File: config.mk
export PLATFORM = sky130hd
export DESIGN_NAME = serial_logic_unit_flat
export DESIGN_NICKNAME = d
export VERILOG_FILES = /design/src/rtl/serial_logic_unit_pkg.sv /design/src/rtl/serial_logic_unit_if.sv /design/src/rtl/serial_logic_unit_cl.sv /design/src/rtl/serial_logic_unit.sv /design/src/flat_wrapper.sv
export SDC_FILE = /design/constraint.sdc
export NUM_CORES = 1
export LEC_CHECK = 0
export BUFFER_PORTS_ARGS = -buffer_cell sky130_fd_sc_hd__buf_2
export CORE_MARGIN = 8
export CORE_UTILIZATION = 52
export DETAILED_ROUTE_END_ITERATION = 16
export PLACE_DENSITY_LB_ADDON = 0.08
export SKIP_LAST_GASP = 1
export SLEW_MARGIN = 10
export SYNTH_ARGS = -nofsm -noshare
export SYNTH_HDL_FRONTEND = slang
export SYNTH_SLANG_ARGS = --single-unit
File: constraint.sdc
create_clock -name clk -period 1.9 [get_ports clk]
set_input_delay 0.095 -clock clk [delete_from_list [all_inputs] [get_ports clk]]
set_output_delay 0.095 -clock clk [all_outputs]
set_load 0.01 [all_outputs]
File: src/rtl/serial_logic_unit_pkg.sv
// Shared constants for the bit-serial logic unit: op codes and FSM
// state encodings used by the cell, the controller and the bench.
package serial_logic_unit_pkg;

    typedef logic [1:0] op_t;

    localparam op_t OP_XOR = 2'b00;
    localparam op_t OP_AND = 2'b01;
    localparam op_t OP_OR  = 2'b10;
    localparam op_t OP_NOT = 2'b11;

    localparam logic [1:0] ST_IDLE = 2'b00;
    localparam logic [1:0] ST_RUN  = 2'b01;
    localparam logic [1:0] ST_DONE = 2'b10;

endpackage

File: src/rtl/serial_logic_unit_if.sv
// Request/result bundle of the serial logic unit.
// master: drives start/a/b/op, observes busy/done/result[/zero].
// slave : the unit itself. zero exists with SERIAL_LOGIC_ZERO_FLAG_EN.
interface serial_logic_unit_if #(
    parameter int WIDTH = 4
);
    logic             start;
    logic [WIDTH-1:0] a;
    logic [WIDTH-1:0] b;
    logic [1:0]       op;
    logic             busy;
    logic             done;
    logic [WIDTH-1:0] result;
`ifdef SERIAL_LOGIC_ZERO_FLAG_EN
    logic             zero;

    modport master (
        output start, a, b, op,
        input  busy, done, result, zero
    );
    modport slave (
        input  start, a, b, op,
        output busy, done, result, zero
    );
`else
    modport master (
        output start, a, b, op,
        input  busy, done, result
    );
    modport slave (
        input  start, a, b, op,
        output busy, done, result
    );
`endif
endinterface

File: src/rtl/serial_logic_unit_cl.sv
// 1-bit logic cell cl: out = f(a, b) selected by S.
// Ports: out (1), a (1), b (1), S (2): 00 XOR, 01 AND, 10 OR, 11 NOT a.
module cl
    import serial_logic_unit_pkg::*;
(
    output logic       out,
    input  logic       a,
    input  logic       b,
    input  logic [1:0] S
);

    always_comb begin
        out = 1'b0;
        unique case (S)
            OP_XOR:  out = a ^ b;
            OP_AND:  out = a & b;
            OP_OR:   out = a | b;
            OP_NOT:  out = ~a;
            default: out = 1'b0;
        endcase
    end

endmodule

File: src/rtl/serial_logic_unit.sv
// Bit-serial initiator: captures a/b/op on start, drives cell cl LSB
// first one bit per clock, shifts results into an accumulator, pulses
// done when complete.
// Ports: clk, reset_l (async active-low), bus (serial_logic_unit_if.slave:
// start, a, b, op in; busy, done, result out; zero out when
// SERIAL_LOGIC_ZERO_FLAG_EN is defined).
module serial_logic_unit
    import serial_logic_unit_pkg::*;
#(
    parameter int WIDTH = 4
)
(
    input  logic               clk,
    input  logic               reset_l,
    serial_logic_unit_if.slave bus
);

    localparam int CW = $clog2(WIDTH) + 1;
    localparam logic [CW-1:0] CNT_LAST = CW'(WIDTH - 1);

    logic [1:0]       r_state;
    logic [WIDTH-1:0] r_sa;
    logic [WIDTH-1:0] r_sb;
    logic [1:0]       r_opr;
    logic [WIDTH-1:0] r_sr;
    logic [CW-1:0]    r_cnt;
    logic [WIDTH-1:0] r_result;

    logic             w_cell;
    logic [WIDTH-1:0] w_sr_next;
    logic             w_last;

    cl u_cl (
        .out (w_cell),
        .a   (r_sa[0]),
        .b   (r_sb[0]),
        .S   (r_opr)
    );

    // Cell output enters at the MSB so after WIDTH shifts the LSB-first
    // result bits line up with their operand positions.
    assign w_sr_next = {w_cell, r_sr[WIDTH-1:1]};
    assign w_last    = (r_cnt == CNT_LAST);

    always_ff @(posedge clk or negedge reset_l) begin
        if (!reset_l) begin
            r_state  <= ST_IDLE;
            r_sa     <= '0;
            r_sb     <= '0;
            r_opr    <= '0;
            r_sr     <= '0;
            r_cnt    <= '0;
            r_result <= '0;
        end else begin
            case (r_state)
                ST_IDLE: begin
                    if (bus.start) begin
                        r_sa    <= bus.a;
                        r_sb    <= bus.b;
                        r_opr   <= bus.op;
                        r_sr    <= '0;
                        r_cnt   <= '0;
                        r_state <= ST_RUN;
                    end
                end
                ST_RUN: begin
                    r_sr  <= w_sr_next;
                    r_sa  <= r_sa >> 1;
                    r_sb  <= r_sb >> 1;
                    r_cnt <= r_cnt + 1'b1;
                    if (w_last) begin
                        r_result <= w_sr_next;
                        r_state  <= ST_DONE;
                    end
                end
                ST_DONE: r_state <= ST_IDLE;
                default: r_state <= ST_IDLE;
            endcase
        end
    end

    assign bus.busy   = (r_state != ST_IDLE);
    assign bus.done   = (r_state == ST_DONE);
    assign bus.result = r_result;

`ifdef SERIAL_LOGIC_ZERO_FLAG_EN
    logic r_zero;

    always_ff @(posedge clk or negedge reset_l) begin
        if (!reset_l) begin
            r_zero <= 1'b1;
        end else if (r_state == ST_RUN && w_last) begin
            r_zero <= ~|w_sr_next;
        end
    end

    assign bus.zero = r_zero;
`endif

endmodule

File: src/flat_wrapper.sv
// flat-port wrapper written by rule: the top's interface ports become plain ports
module serial_logic_unit_flat import serial_logic_unit_pkg::*;
#(
    parameter int WIDTH = 4
)
  (clk, reset_l, bus_start, bus_a, bus_b, bus_op, bus_busy, bus_done, bus_result);
  serial_logic_unit_if #(.WIDTH(WIDTH)) bus_i ();
  input  logic clk;
  input  logic reset_l;
  input wire logic [$bits(bus_i.start)-1:0] bus_start;
  input wire logic [$bits(bus_i.a)-1:0] bus_a;
  input wire logic [$bits(bus_i.b)-1:0] bus_b;
  input wire logic [$bits(bus_i.op)-1:0] bus_op;
  output wire logic [$bits(bus_i.busy)-1:0] bus_busy;
  output wire logic [$bits(bus_i.done)-1:0] bus_done;
  output wire logic [$bits(bus_i.result)-1:0] bus_result;
  assign bus_i.start = bus_start;
  assign bus_i.a = bus_a;
  assign bus_i.b = bus_b;
  assign bus_i.op = bus_op;
  assign bus_busy = bus_i.busy;
  assign bus_done = bus_i.done;
  assign bus_result = bus_i.result;
  serial_logic_unit #(.WIDTH(WIDTH)) u_core (.clk(clk), .reset_l(reset_l), .bus(bus_i));
endmodule
==> summary.txt <==
Logic synthesis
  – Sequential share of the synthesized area: 0.552
  – Gate Count Post-Synth: 90
  – Yosys reg bits: 22
  – Mapped Nets: 107
  – Synth cell types: 20
  – Async set or reset register ratio after synthesis: 1.00
  – Synthesized area: 997 µm²
  – Synth top area cells: dfrtp_1 55%, nand2_1 7.9%, mux2_2 5.6%, ha_1 5.0%, mux2i_1 4.0%
  – EDFF count, synth: 0
  – Synth warn: 0
  – Syn_area_per_cell: about 11 µm²
  – Synth area leader: dfrtp_1
  – Top_reg_cell synth: dfrtp_1
  – Post-synth top area share: 0.552

Route
  – Vias: 700
  – WL/cell: 12.6 µm
  – First-pass DRT Iterations: 4
  – Starting DRT DRC Count: 17
  – Routed Antenna Nets: 0
  – Via density: 5.04
  – DRC: 0
  – Post-Route WL: around 1.8 mm

Clock network
  – Post-CTS Resized: 0
  – CTS Buf Count: 3
  – Clock-pin transition on the worst setup and hold timing paths: 0.12 ns
  – Clock latency on the worst-skew pair: 0.30 ns
  – Sink Count: 22
  – CTS tree: done
  – Worst-case clock buffer depth: 2
  – H-tree depth: 1
  – Clk root buf: clkbuf_4

Worst setup path
  – Startpoint Class: flop
  – Worst reg2reg endpoint: u_core.bus.result[0]$_DFFE_PN0P_
  – Most used cell, CP: ha_1
  – Worst Path Buf+Inv: 0
  – Setup crit start: u_core.r_cnt[0]$_DFFE_PN0P_
  – Critical Path RT: approximately 2.1 ns
  – Crit Path Class: flop to flop
  – CP max FO: 6
  – Worst path top cell family by delay: flip-flops
  – R2R depth: 4
  – Crit-path max cell delay: 0.41 ns
  – Worst EP arrival: approximately 1.7 ns
  – Crit path capture: u_core.bus.result[0]$_DFFE_PN0P_
  – Setup slack, reg-to-reg: between 0.3 and 0.4 ns
  – Crit-path cells: ha_1 -> ha_1 -> nand3b_1 -> mux2_2
  – CP max-delay cell: dfrtp_1
  – Worst path depth: 4
  – Critical path capture point type: flop
  – Crit Reg-Reg Startpoint: u_core.r_cnt[0]$_DFFE_PN0P_

STA
  – Final hold vios: 0
  – Setup_tns: 0 ns
  – WHS: 0.0150 ns
  – Peak Freq: 657 MHz
  – Pins Over Slew Limit: 0
  – # setup viols final: 0
  – Final cycle utilization of the critical path: 0.801
  – Max Clock Skew: ~0.0020 ns
  – RSZ-0062 raised after global routing: no
  – Fin crit period: approximately 1.5 ns
  – Slew HR: 0.684
  – Worst slew pin tran: 0.473 ns

Job
  – Max-Cap Viols: 0

Run status
  – Outcome: finished, final reports clean

Final layout
  – Fillers: 163
  – Post-Layout Cell Count: 139
  – Footprint of the multi-input gates: 398 µm²
  – Reg area: between 500 and 600 µm²
  – Nets: 130
  – Layout cells sized above 1: 0.268
  – Synth-to-Final Area Change: 18.8%
  – Ant diodes: 0

Place
  – IO buf count: 18
  – Post-detail-place hpwl: between 1 and 1.5 mm
  – Dpl cells: around 130
  – Routability cong.: slightly above 0.7

Power and ir drop
  – VDD IR-drop max: 792 µV
  – P_leak: 0.570 nW
  – PwrDens: 1540 mW/mm²

Die
  – Placement Rows: 16
  – Die area: 0.00357 mm²
  – Ports: 19
  – Starting Density: 0.530
  – Die width: about 60 µm
  – Die height: 59.8 µm
  – Core area: 0.00188 mm²

GRT
  – Grt ovf: 0
  – Vias in the first global route: ~690
  – First-pass GRT wire length: approximately 3 mm
  – Gr busiest metal: met2
  – Met1 Usage GRT: 0.126
  – Initial antenna violation count: 0
  – Largest net degree at the start of global routing: 23
  – GRT Util Overall: 0.109
  – Global Route met2 Usage: 0.178
  – Routing usage on met3: 0.0323

Hold path
  – HP Class: input pin to flop
worst min-delay path by stage:
stage | startpoint | to | slack [ns] | depth (start not counted)
floorplan | reset_l | u_core.bus.result[0]$_DFFE_PN0P_ | -0.20 | 0
CTS | bus_b[0] | u_core.r_sb[0]$_DFFE_PN0P_ | 0.01 | 3
finish | bus_b[0] | u_core.r_sb[0]$_DFFE_PN0P_ | 0.01 | 3
global placement | reset_l | u_core.bus.result[2]$_DFFE_PN0P_ | 0.08 | 1
detailed placement | reset_l | u_core.bus.result[1]$_DFFE_PN0P_ | 0.08 | 1
global route | bus_a[3] | u_core.r_sa[3]$_DFFE_PN0P_ | 0.009 | 3
where the power goes:
part | internal, mW | switching [mW]
logic | 0.317 | 0.364
registers | 0.667 | 0.119
clock network | 0.213 | 0.139
total | 1.20 | 0.622
repair_timing:
item	in CTS	in global routing
endpoints found under the hold margin	24	0
hold buffers	3	0
buffers inserted	0	0
cell usage in the layout (no fill, tap or decap), drive strengths merged:
cell type	synthesis	routed
ha	4	4
dfrtp	22	22
buf	4	19
o22ai	2	2
nor3b	1	1
and2b	1	1
nor2b	1	1
or2	1	1
mux2i	4	4
inv	6	6
mux4	1	1
dlygate4sd3	0	3
o21ai	11	11
nand2b	1	1
o311ai	2	2
clkbuf	0	3
bufinv	0	1
nand2	21	21
o21bai	1	1
mux2	5	5
nand3b	2	2
per-stage QoR:
step           setup WS (ns)  cell area [µm²]  total power [mW]  utilization
3_5_place_dp           0.373             1100              1.49        0.586
6_report               0.379             1180              1.82        0.630
4_1_cts                0.353             1180              1.84        0.630
5_1_grt                0.292             1180              1.96        0.630
2_1_floorplan          0.512              997              1.31            -
3_3_place_gp           0.379             1100              1.47        0.586
routing by layer:
layer	part of all wire	wire length, µm	vias to the layer above
li1	-	-	351
met1	0.46	799	326
met2	0.47	829	21
met3	0.060	105	2
met4	0.011	19	0
met5	0	0	-
tightest hold or removal path: cells and delay by family:
kind / cells / cell delay (ns)
buffers and inverters: 1 / 0.07
AND/OR/NAND/NOR: 1 / 0.03
AO/OA/AOI/OAI: 1 / 0.08
synthesized netlist by cell type (all sizes together), types with 2 or more instances:
cell type	count
dfrtp	22
nand2	21
o21ai	11
inv	6
mux2	5
buf	4
ha	4
mux2i	4
nand3b	2
o22ai	2
o311ai	2
logic make-up (layout without fill, tap and decap cells):
group	after synthesis	after routing	share of synthesized area
buf+inv	10	32	0.0489
mux	10	10	0.123
compound gates	16	16	0.0928
simple gates	28	28	0.133
fa+ha+maj	4	4	0.0502
flops	22	22	0.552
area by class of cell:
cell class	instances	area share
clock inverters	1	0.0253
multi-input cells	58	0.336
flip-flops and latches	22	0.465
clock buffers	3	0.0190
inverters	6	0.0190
repair buffers	22	0.108
well taps	27	0.0285
state kept, by name (all words and copies together), names as in the netlist:
signal             cells
u_core.r_sa            4
u_core.r_sb            4
u_core.bus.result      4
u_core.r_cnt           3
u_core.r_state         2
u_core.r_opr           2
u_core.r_sr            3
No activity file was read; power rests on OpenSTA's default activity.
